--- config.mk ---
export PLATFORM = sky130hd
export DESIGN_NAME = jtag_ssram_stream_reader
export DESIGN_NICKNAME = d
export VERILOG_FILES = /design/src/rtl/jtag_ssram_stream_reader.sv
export SDC_FILE = /design/constraint.sdc
export NUM_CORES = 1
export LEC_CHECK = 0
export BUFFER_PORTS_ARGS = -buffer_cell sky130_fd_sc_hd__buf_2
export CAP_MARGIN = 5
export CORE_MARGIN = 2
export CORE_UTILIZATION = 39
export CTS_CLUSTER_DIAMETER = 40
export DETAILED_ROUTE_END_ITERATION = 7
export GPL_TIMING_DRIVEN = 1
export SETUP_SLACK_MARGIN = 0.5
export SKIP_LAST_GASP = 1
export SLEW_MARGIN = 10
export SYNTH_ARGS = -nofsm -noshare
export SYNTH_HDL_FRONTEND = slang
export SYNTH_SLANG_ARGS = --single-unit
--- constraint.sdc ---
create_clock -name clock -period 3.2 [get_ports clock]
set_input_delay 0.48 -clock clock [delete_from_list [all_inputs] [get_ports clock]]
set_output_delay 0.48 -clock clock [all_outputs]
set_load 0.05 [all_outputs]
--- src/rtl/jtag_ssram_stream_reader.sv ---
// Port-B reader for the JTAG capture SSRAM: reads a run of words and streams them
// over valid/ready, hiding the RAM's one-cycle registered read latency.
module jtag_ssram_stream_reader #(
  parameter int FIFO_DEPTH = 4
) (
  input  logic        clock,
  input  logic        reset,
  input  logic        start,
  input  logic [8:0]  startAddress,
  input  logic [9:0]  wordCount,
  output logic [8:0]  ramAddress,
  output logic        ramWriteEnable,
  input  logic [31:0] ramDataIn,
  output logic [31:0] dataOut,
  output logic        dataValid,
  input  logic        dataReady,
  output logic        busy,
  output logic        done
);

  localparam int PW = $clog2(FIFO_DEPTH);
  localparam int CW = PW + 1;
  localparam logic [CW:0] DEPTH_C = (CW + 1)'(FIFO_DEPTH);

  typedef enum logic [1:0] {
    IDLE,
    RUN,
    FINISH
  } state_t;

  state_t      state_reg, state_next;
  logic [8:0]  next_addr_reg, next_addr_next;
  logic [9:0]  issue_left_reg, issue_left_next;
  logic [9:0]  pop_left_reg, pop_left_next;
  logic        pending_reg, pending_next;

  logic [PW-1:0] wr_ptr_reg, rd_ptr_reg;
  logic [CW-1:0] count_reg;
  logic [31:0]   mem_reg [FIFO_DEPTH];

  logic        pop;
  logic        push;
  logic        issue;
  logic [CW:0] credit;
  logic [9:0]  clamped_count;

  assign clamped_count = (wordCount > 10'd512) ? 10'd512 : wordCount;

  assign dataValid = (count_reg != '0);
  assign dataOut   = dataValid ? mem_reg[rd_ptr_reg] : 32'd0;
  assign pop       = dataValid & dataReady;
  assign push      = pending_reg;

  // Words already stored plus the one in flight from the RAM, minus the one leaving now.
  assign credit = {1'b0, count_reg} + (CW + 1)'(pending_reg) - (CW + 1)'(pop);
  assign issue  = (state_reg == RUN) && (issue_left_reg != 10'd0) && (credit < DEPTH_C);

  assign ramAddress     = next_addr_reg;
  assign ramWriteEnable = 1'b0;
  assign busy           = (state_reg == RUN);
  assign done           = (state_reg == FINISH);

  always_comb begin
    state_next      = state_reg;
    next_addr_next  = next_addr_reg;
    issue_left_next = issue_left_reg;
    pop_left_next   = pop_left_reg;
    pending_next    = issue;
    case (state_reg)
      IDLE: begin
        if (start) begin
          next_addr_next  = startAddress;
          issue_left_next = clamped_count;
          pop_left_next   = clamped_count;
          state_next      = (clamped_count == 10'd0) ? FINISH : RUN;
        end
      end
      RUN: begin
        if (issue) begin
          next_addr_next  = next_addr_reg + 9'd1;
          issue_left_next = issue_left_reg - 10'd1;
        end
        if (pop) begin
          pop_left_next = pop_left_reg - 10'd1;
          if (pop_left_reg == 10'd1) begin
            state_next = FINISH;
          end
        end
      end
      FINISH: begin
        state_next = IDLE;
      end
      default: begin
        state_next = IDLE;
      end
    endcase
  end

  always_ff @(posedge clock) begin
    if (reset) begin
      state_reg      <= IDLE;
      next_addr_reg  <= '0;
      issue_left_reg <= '0;
      pop_left_reg   <= '0;
      pending_reg    <= 1'b0;
    end else begin
      state_reg      <= state_next;
      next_addr_reg  <= next_addr_next;
      issue_left_reg <= issue_left_next;
      pop_left_reg   <= pop_left_next;
      pending_reg    <= pending_next;
    end
  end

  // Pointers wrap naturally because the depth is a power of two.
  always_ff @(posedge clock) begin
    if (reset) begin
      wr_ptr_reg <= '0;
      rd_ptr_reg <= '0;
      count_reg  <= '0;
    end else begin
      if (push) begin
        wr_ptr_reg <= wr_ptr_reg + PW'(1);
      end
      if (pop) begin
        rd_ptr_reg <= rd_ptr_reg + PW'(1);
      end
      case ({push, pop})
        2'b10:   count_reg <= count_reg + CW'(1);
        2'b01:   count_reg <= count_reg - CW'(1);
        default: count_reg <= count_reg;
      endcase
    end
  end

  for (genvar gi = 0; gi < FIFO_DEPTH; gi++) begin : g_mem
    always_ff @(posedge clock) begin
      if (reset) begin
        mem_reg[gi] <= '0;
      end else if (push && (wr_ptr_reg == PW'(gi))) begin
        mem_reg[gi] <= ramDataIn;
      end
    end
  end

endmodule
==> impl_metrics.toml <==
[synthesis]
post_synth_num_cell_types = 48
synth_flop_cell = "sky130_fd_sc_hd__edfxtp_1"
async_flop_share = 0
yosys_register_bits = 169
ys_seq_area_frac = 0.5689
combinational_family_with_the_most_area_after_synthesis = "simple AND/OR/NAND/NOR gates"
synth_compound_gate_area_share = 0.08149
synth_area_per_cell_sq_um = 12.42
mappedNetlistArea_sq_um = 8199
synthXorXnorAreaFrac = 0.007325
syn-num-nets = 726
synth_simple_gate_area_frac = 0.1924
synthAdderAreaFrac = 0.01770
synth_mux_area_frac = 0.09950
share_of_the_synthesized_area_in_the_top_cell_type = 0.4688
yosys.area.top_type = "sky130_fd_sc_hd__edfxtp_1"
synth_commonest_cells = "sky130_fd_sc_hd__and2_1 (129), sky130_fd_sc_hd__edfxtp_1 (128), sky130_fd_sc_hd__nor2_1 (52)"
synth_warnings = 0
synth_area_leaders = "sky130_fd_sc_hd__edfxtp_1 (47%), sky130_fd_sc_hd__dfxtp_1 (10%), sky130_fd_sc_hd__and2_1 (9.8%), sky130_fd_sc_hd__mux4_2 (8.8%), sky130_fd_sc_hd__nor2b_1 (2.7%)"
post-synth-top-count-cell = "sky130_fd_sc_hd__and2_1"
post_synth_edffs = 128
synthCells = 660

[place]
placement.io_buffers = 98
preCtsSetupSlack_ns = 0.5619
place.detailed.hpwl_microns = 11090
place_congestion = 0.8425

[sta]
worst_slew_pin_tran_ns = 1.033
slew-limit-headroom = 0.3113
hold_viol = 0
finalWorstSetupSlack_ns = 0.7458
final-max-slew-violation-count = 0
hold_ws_ns = 0.3295
final.setup_skew_ns = 0.01476
post-route-period-util = 0.7669
post-route-min-period_ns = 2.454
final.setup.tns_ns = 0
max_freq_mhz = 407.5
rsz0062_at_grt = "no"
final-setup-viol-count = 0

[global_routing]
via_count_of_the_first_global_routing_pass = 5500
grt_first_pass_wirelength_microns = 28930
antenna_found_initial = 1
globalRouteTotalUtil = 0.1717
grt_start_max_net_pins = 41
overflow_left_after_global_routing = 0

[drt]
drt_pass1_iterations = 6
ant_nets = 0
drt-initial-drc-count = 308
wl_per_cell_microns = 17.59
drt-vias-per-instance = 5.178
postRouteWirelength_microns = 18260
drc = 0
routed_via_count = 5375

[floorplanning]
die_h_microns = 149.0
initial_core_utilization = 0.3938
floorplan.die_area_sq_um = 22200
core_area_sq_um = 20820
floorplan.die.width_microns = 149.0
row_count = 53
io_pins = 100

[power_and_ir_drop]
power.switching_uw = 2972
internal_power_uw = 4932
report.power.total_uw = 7904
power_leakage_uw = 0.003736
power.density_cell_area_nw_per_um2 = 819.2
power.share.sequential = 0.362
vdd.ir_drop.worst_v = 0.0003741
share_clk_of_total_power = 0.281
logic_pwr_share = 0.358
swShare = 0.3760

[setup_path]
cp_data_arrival_time_ns = 2.74
critical_path_peak_fanout = 34
worst_setup_path_start_kind = "register"
crit_path_end_kind = "register"
cp_data_required_time_ns = 3.49
worst-setup-path-type = "register to register"

[clocking]
cts-htree-levels = 4
cts-root-to-sink-buffers = 2
clk_latency_worst_skew_pair_ns = 0.43
clock_sink_count = 169
path_clk_slew_ns = 0.07
tritoncts_clock_tree = "yes"
postCtsHoldBufs = 0
cts_made_buffers = 17
clock_tree.root_cell = "sky130_fd_sc_hd__clkbuf_16"

[final_layout]
sequential_cell_area_sq_um = 4673
multiInputGateArea_sq_um = 3296
antenna_cells = 0
largest_reg_flops = 128
design.final.nets = 816
final_layout_size_suffix_gt1_frac = 0.2752
layout-area-overhead-vs-synth_pct = 17.67
fill_cell_total_of_the_finished_layout = 1927

[run_status]
outcome = "complete, no violations"

[job]
max_cap_violations = 0

[hold_path]
hold_path.class = "input port to register"
==> routing by layer <==
| metal | routed length [microns] | share of wire | GRT usage |
|---|---|---|---|
| met1 | 8142 | 0.45 | 0.2185 |
| met2 | 9081 | 0.50 | 0.2903 |
| met3 | 733 | 0.040 | 0.03486 |
| met4 | 291 | 0.016 | 0.06429 |
| met5 | 13 | 0.00071 | 0 |
==> what timing repair did <==
action	in CTS	in global routing
gates resized for setup	2	2
buffers inserted	0	4
endpoints found under the setup margin	29	29
==> kinds of logic (layout without fill, tap and decap cells) <==
logic type	count (synthesis)	in the layout
flops	169	169
fa+ha+maj	11	11
other cells	1	1
compound gates	84	84
mux	41	41
simple gates	288	288
xor+xnor	6	6
buf+inv	60	163
==> cell type report <==
| cell class | count | area share |
|---|---|---|
| flip-flops and latches | 169 | 0.4844 |
| multi-input cells | 431 | 0.3416 |
| repair buffers | 115 | 0.06575 |
| clock buffers | 17 | 0.04409 |
| well taps | 275 | 0.03566 |
| clock inverters | 15 | 0.02231 |
| inverters | 16 | 0.006225 |
==> path summary, 6_finish.rpt <==
check | start | endpoint | slack (ns) | cells after the start
worst min-delay path | start | state_reg[0]$_SDFFE_PP0P_ | 0.33 | 3
worst max register to register | count_reg[1]$_SDFFE_PP0P_ | issue_left_reg[4]$_SDFFE_PP0P_ | 0.75 | 11
worst min register to register | rd_ptr_reg[1]$_SDFFE_PP0P_ | rd_ptr_reg[1]$_SDFFE_PP0P_ | 0.51 | 2
worst max-delay path | count_reg[1]$_SDFFE_PP0P_ | issue_left_reg[4]$_SDFFE_PP0P_ | 0.75 | 11
==> per-stage QoR <==
stage / cells / cell area, sq um / util
2_1_floorplan: 660 / 8199 / -
3_3_place_gp: 1002 / 8967 / 0.4307
3_5_place_dp: 1002 / 8967 / 0.4307
4_1_cts: 1034 / 9613 / 0.4617
5_1_grt: 1038 / 9648 / 0.4633
6_report: 1038 / 9648 / 0.4633
==> cells in the final DEF (no fill, tap or decap), drive strengths merged, types with 2 or more instances in the layout <==
master / count
and2: 129
edfxtp: 128
buf: 115
nor2: 52
dfxtp: 41
nor2b: 35
mux4: 32
nand2: 30
inv: 26
clkbuf: 17
a21oi: 16
a211oi: 15
a22oi: 12
o21ai: 11
nand3: 10
ha: 10
nor3: 10
nand2b: 9
nor4: 6
a311oi: 6
mux2i: 5
xnor2: 5
mux2: 4
a21o: 4
o41ai: 4
and3: 3
o31ai: 3
bufinv: 3
o311ai: 3
a41o: 2
a221oi: 2
o311a: 2
clkinv: 2
==> worst max-delay path: stages (launching register included) <==
cell and delay, ns:
sky130_fd_sc_hd__dfxtp_1 0.44, sky130_fd_sc_hd__o31a_1 0.17, sky130_fd_sc_hd__nand2_1 0.06, sky130_fd_sc_hd__ha_1 0.27, sky130_fd_sc_hd__a21oi_1 0.07, sky130_fd_sc_hd__nand2b_1 0.17, sky130_fd_sc_hd__o21bai_1 0.20, sky130_fd_sc_hd__xnor2_2 0.14
sky130_fd_sc_hd__a41o_1 0.20, sky130_fd_sc_hd__buf_6 0.29, sky130_fd_sc_hd__mux2i_1 0.23, sky130_fd_sc_hd__a21oi_1 0.08
==> power groups by stage <==
stage / Combinational [uW] / Clock [uW] / Sequential [uW]
floorplan: 2140 / 0 / 2930
global placement: 2720 / 0 / 2920
detailed placement: 2770 / 0 / 2940
CTS: 2780 / 2260 / 2900
global route: 3070 / 2350 / 2900
finish: 2830 / 2220 / 2860
Note: power is estimated with default switching activity, not from simulation.
